$ cat config.mk
export PLATFORM = sky130hd
export DESIGN_NAME = pulsar_iter_add
export DESIGN_NICKNAME = d
export VERILOG_FILES = /design/src/rtl/pulsar_iter_pkg.sv /design/src/rtl/pulsar_iter_add_step.sv /design/src/rtl/pulsar_iter_add.sv
export SDC_FILE = /design/constraint.sdc
export NUM_CORES = 1
export LEC_CHECK = 0
export ABC_CLOCK_PERIOD_IN_PS = 3350
export CORE_ASPECT_RATIO = 0.9
export CORE_UTILIZATION = 52
export DETAILED_ROUTE_END_ITERATION = 10
export PLACE_DENSITY = 0.77
export SYNTH_ARGS = -nofsm -noshare
export SYNTH_HDL_FRONTEND = slang
export SYNTH_HIERARCHICAL = 1
export SYNTH_SLANG_ARGS = --single-unit
$ cat constraint.sdc
create_clock -name clk -period 3.35 [get_ports clk]
set_clock_uncertainty 0.05 [all_clocks]
set_input_delay 0.335 -clock clk [delete_from_list [all_inputs] [get_ports clk]]
set_output_delay 0.335 -clock clk [all_outputs]
set_load 0.005 [all_outputs]
$ cat src/rtl/pulsar_iter_pkg.sv
// pulsar_iter_pkg
// Shared definitions for the pulsar_iter_add block:
//   - state_t    : controller state encoding (IDLE, ITER, FIN), 2 bits
//   - DEF_WIDTH  : default data width
//   - DEF_CNT_W  : default iteration-count width
//   - DEF_STEP   : default per-iteration increment
package pulsar_iter_pkg;

  typedef enum logic [1:0] {
    IDLE = 2'd0,
    ITER = 2'd1,
    FIN  = 2'd2
  } state_t;

  localparam int          DEF_WIDTH = 64;
  localparam int          DEF_CNT_W = 8;
  localparam int unsigned DEF_STEP  = 1;

endpackage

$ cat src/rtl/pulsar_iter_add_step.sv
// pulsar_step_add
// Combinational WIDTH-bit adder with carry-out.
// Ports:
//   a, b  : WIDTH-bit operands
//   sum   : a + b modulo 2^WIDTH
//   cout  : carry out of the top bit
module pulsar_step_add #(
  parameter int WIDTH = 64
) (
  input  logic [WIDTH-1:0] a,
  input  logic [WIDTH-1:0] b,
  output logic [WIDTH-1:0] sum,
  output logic             cout
);

  assign {cout, sum} = {1'b0, a} + {1'b0, b};

endmodule

$ cat src/rtl/pulsar_iter_add.sv
// pulsar_iter_add
// Iterative adder: starting from arg0, adds STEP once per clock for arg1
// iterations and presents the result with a one-cycle done pulse.
// Ports:
//   clk   : clock, all state changes on the rising edge
//   reset : synchronous active-high reset
//   go    : start/hold request, held high by the caller until done
//   arg0  : initial value (sampled on the start edge)
//   arg1  : iteration count N (sampled on the start edge)
//   ret   : result, arg0 + N*STEP; valid together with done
//   done  : one-cycle completion pulse
//   busy  : high while an operation is in flight
//   ovf   : saturation flag for the current result
// Configuration:
//   PULSAR_ITER_SAT_EN : when defined, additions saturate at all-ones and
//                        ovf reports the saturation; otherwise additions
//                        wrap and ovf is tied low.
module pulsar_iter_add
  import pulsar_iter_pkg::*;
#(
  parameter int          WIDTH = DEF_WIDTH,
  parameter int          CNT_W = DEF_CNT_W,
  parameter int unsigned STEP  = DEF_STEP
) (
  input  logic             clk,
  input  logic             reset,
  input  logic             go,
  input  logic [WIDTH-1:0] arg0,
  input  logic [CNT_W-1:0] arg1,
  output logic [WIDTH-1:0] ret,
  output logic             done,
  output logic             busy,
  output logic             ovf
);

  localparam logic [WIDTH-1:0] STEP_W = WIDTH'(STEP);

  state_t           state_reg;
  logic [WIDTH-1:0] acc_reg;
  logic [CNT_W-1:0] cnt_reg;
  logic [WIDTH-1:0] ret_reg;

  logic [WIDTH-1:0] add_sum;
  logic             add_carry;
  logic [WIDTH-1:0] acc_next;

  pulsar_step_add #(
    .WIDTH (WIDTH)
  ) u_step_add (
    .a    (acc_reg),
    .b    (STEP_W),
    .sum  (add_sum),
    .cout (add_carry)
  );

`ifdef PULSAR_ITER_SAT_EN
  // sat_reg tracks saturation of the operation in flight; ovf_reg holds the
  // flag of the last completed operation alongside ret_reg.
  logic sat_reg;
  logic sat_next;
  logic ovf_reg;

  // Once saturated, acc stays pinned at all-ones for the rest of the run.
  always_comb begin
    acc_next = add_sum;
    sat_next = sat_reg;
    if (add_carry || sat_reg) begin
      acc_next = '1;
      sat_next = 1'b1;
    end
  end

  assign ovf = (state_reg == FIN) ? sat_reg : ovf_reg;
`else
  logic unused_carry;
  assign unused_carry = add_carry;
  assign acc_next     = add_sum;
  assign ovf          = 1'b0;
`endif

  always_ff @(posedge clk) begin
    if (reset) begin
      state_reg <= IDLE;
      acc_reg   <= '0;
      cnt_reg   <= '0;
      ret_reg   <= '0;
`ifdef PULSAR_ITER_SAT_EN
      sat_reg   <= 1'b0;
      ovf_reg   <= 1'b0;
`endif
    end else begin
      case (state_reg)
        IDLE: begin
          if (go) begin
            acc_reg   <= arg0;
            cnt_reg   <= arg1;
`ifdef PULSAR_ITER_SAT_EN
            sat_reg   <= 1'b0;
`endif
            // A zero count skips straight to completion.
            state_reg <= (arg1 == '0) ? FIN : ITER;
          end
        end
        ITER: begin
          if (!go) begin
            // Abort: result registers are left untouched.
            state_reg <= IDLE;
          end else begin
            acc_reg <= acc_next;
            cnt_reg <= cnt_reg - CNT_W'(1);
`ifdef PULSAR_ITER_SAT_EN
            sat_reg <= sat_next;
`endif
            // Leave on the last iteration so cnt never reaches 0 in ITER.
            if (cnt_reg == CNT_W'(1)) begin
              state_reg <= FIN;
            end
          end
        end
        FIN: begin
          ret_reg   <= acc_reg;
`ifdef PULSAR_ITER_SAT_EN
          ovf_reg   <= sat_reg;
`endif
          // Always return to IDLE; a held go restarts from there.
          state_reg <= IDLE;
        end
        default: begin
          state_reg <= IDLE;
        end
      endcase
    end
  end

  assign done = (state_reg == FIN);
  assign busy = (state_reg != IDLE);
  // The result is forwarded from acc during FIN so it is valid with done.
  assign ret  = (state_reg == FIN) ? acc_reg : ret_reg;

endmodule

==> results by group <==
STA
  • # setup viols final: 0
  • Minimum clock period: 3230 ps
  • Worst slew pin tran: 858 ps
  • Pins Over Slew Limit: 0
  • Hold Fails Final Rpt: 0
  • RSZ-0062 raised after global routing: yes
  • Slew margin rel.: 42.7%
  • Achievable Freq: about 310 MHz
  • Setup tns final: 0 ps
  • Period utilization: 96.3%
  • Setup WS post-layout: 125 ps

Setup path
  • Worst r2r dst: acc_reg[60]$_SDFFE_PP0P_
  • Reg-to-Reg Start: acc_reg[0]$_SDFFE_PP0P_
  • Crit path DAT: approximately 3500 ps
  • WP data required: 3640 ps
  • WS Path Type: reg -> reg
  • Reg2reg setup slack: 120 ps
  • Crit path launch type: flip-flop
  • R2R depth: 12
  • Critical Path Sink Type: flip-flop
  • CP Max Fanout: 3

Floorplan
  • Num ports: 142
  • Die Ht: 134 microns
  • Full die area: 20000 sq um
  • Core footprint: 18700 sq um
  • Row count: 47
  • Die W: 149 microns
  • Starting Density: a little over half

Power and ir drop
  • Gate power share: 28.0%
  • Internal power: 0.00393 W
  • IR drop worst, VDD: between 0.0003 and 0.0004 V
  • Sw frac: 31.0%
  • Leak: 5.64 nW
  • Power Density: 452 nW/um^2
  • P_sw: 0.00176 W
  • Tot Pwr: 0.00569 W
  • Clk pwr share: between 40% and 50%
  • Flop pwr share: 31.9%

Logic synthesis
  • Syn avg cell area: 8.28 sq um
  • Syn. warnings: 6
  • Post-synthesis cell count: 1221
  • Synthesized area: approximately 10000 sq um

Clock tree
  • TritonCTS clock tree: built
  • Number of clock sinks: 138
  • TritonCTS buffer count: 17
  • H-tree level count: 4
  • CTS Hold Bufs: 0
  • CTS max path bufs: 2
  • Clk Latency, worst-skew pair: 440 ps
  • Clock root buffer master: clkbuf_16
  • Clock Pin Slew Worst Setup and Hold Paths: 70 ps

Detailed routing
  • DRT antenna net count: 0
  • Routed vias: 9522
  • DR DRC count: 0
  • Starting DRT DRC Count: roughly 730
  • Detailed Route WL: 26800 microns
  • DRT Pass-1 Iters: 5
  • Avg WL per Cell: 16.3 microns
  • Vias per std cell: 5.79

Place
  • PortBufs: 140
  • RePlAce Congestion: 0.956
  • HPWL after detailed placement: between 15000 and 20000 microns
  • Pre-CTS setup slack: -6.44 ps

Cells and area
  • Final nets: 1528
  • Diode count: 0
  • Layout cell share with drive strength beyond 1: a little over a tenth
  • Area growth, synth to finish: 24.5%
  • Fill cell count: 1549

Hold path
  • Hold Crit Start: arg0[43]
  • WHS Endpoint: acc_reg[43]$_SDFFE_PP0P_
  • Tightest Hold Check Type: in -> reg
  • Hold Path Stages: 3

Global routing
  • Vias in the first global route: a little under 9000
  • GRT Overall Usage: between 20% and 30%
  • Antenna violations before repair: 0
  • First-pass GRT wire length: approximately 44000 microns
  • Grt total ovfl: 0
  • Largest net degree at the start of global routing: 70

Outcome
  • Status: finished, final reports clean

Job
  • Max_cap viols: 0
-- power by group through the flow --
stage | Sequential (W) | Clock [W] | Combinational (W)
6_report | 0.00182 | 0.00228 | 0.00159
3_3_place_gp | 0.00185 | 0 | 0.00148
5_1_grt | 0.00183 | 0.00237 | 0.00176
2_1_floorplan | 0.00182 | 0 | 0.00116
3_5_place_dp | 0.00185 | 0 | 0.00149
4_1_cts | 0.00182 | 0.00230 | 0.00151
-- stage by stage --
stage | hold slack, ps | std cells | utilization, % | instance area [sq um]
2_1_floorplan | 441 | 1285 | - | 10300
3_3_place_gp | 454 | 1609 | 63.3 | 11800
3_5_place_dp | 464 | 1609 | 63.3 | 11800
4_1_cts | 415 | 1641 | 67.1 | 12500
5_1_grt | 438 | 1644 | 67.3 | 12600
6_report | 424 | 1644 | 67.3 | 12600
-- area by class of cell --
cell class,instances,area [sq um],area share (%)
Sequential cell,138,2760,22.0
Timing Repair Buffer,161,1620,12.9
Clock buffer,22,494,3.93
Tap cell,245,307,2.44
Inverter,20,75.1,0.597
Clock inverter,10,210,1.67
Multi-Input combinational cell,1048,7110,56.5
-- placed cells by master (no fill, tap or decap), drive strengths merged, types with 12 or more instances in the layout --
cell             n
clkdlybuf4s50  139
mux2            66
conb            66
inv             20
xor2            26
nand4           17
clkbuf          22
xnor2           33
a311oi          67
a211oi          12
nor3            18
and2            70
nor2           107
dfxtp          138
o21ai           47
ha              66
nand2          184
a21o            42
a21oi           80
buf             22
-- critical path, cell delays in order (launching register included) --
cell      delay, ps
dfxtp_2         340
ha_4            170
fa_2            390
a211oi_2        240
o211ai_1        180
a31o_1          280
o211ai_1        280
nand2_1         120
a32o_2          320
o41a_1          320
xor2_1          150
nand2_1          60
a311oi_1        230
-- how the worst max path moves through the flow --
| stage | slack (ps) | cells after the start | endpoint | from |
|---|---|---|---|---|
| after floorplan | 390 | 12 | acc_reg[60]$_SDFFE_PP0P_ | acc_reg[0]$_SDFFE_PP0P_ |
| after global placement | 150 | 12 | acc_reg[60]$_SDFFE_PP0P_ | acc_reg[0]$_SDFFE_PP0P_ |
| after detailed placement | -6 | 12 | acc_reg[60]$_SDFFE_PP0P_ | acc_reg[0]$_SDFFE_PP0P_ |
| after CTS | 20 | 12 | acc_reg[60]$_SDFFE_PP0P_ | acc_reg[0]$_SDFFE_PP0P_ |
| after global routing | -60 | 12 | acc_reg[60]$_SDFFE_PP0P_ | acc_reg[0]$_SDFFE_PP0P_ |
| final | 120 | 12 | acc_reg[60]$_SDFFE_PP0P_ | acc_reg[0]$_SDFFE_PP0P_ |
-- repair_timing --
action | CTS | global route
hold endpoints to repair | 0 | 0
setup buffers | 0 | 3
gates resized for setup | 1 | 5
pin swaps | 0 | 8
endpoints found under the setup margin | 2 | 8
-- per-layer routing --
layer  part of all wire, %  track usage (%)  wire length, microns
met1                    47             37.0                 12500
met2                    46             43.8                 12300
met3                   6.5             4.46                  1750
met4                  0.87             6.80                   234
met5                     0                0                     0
(Power assumes the default switching activity.)
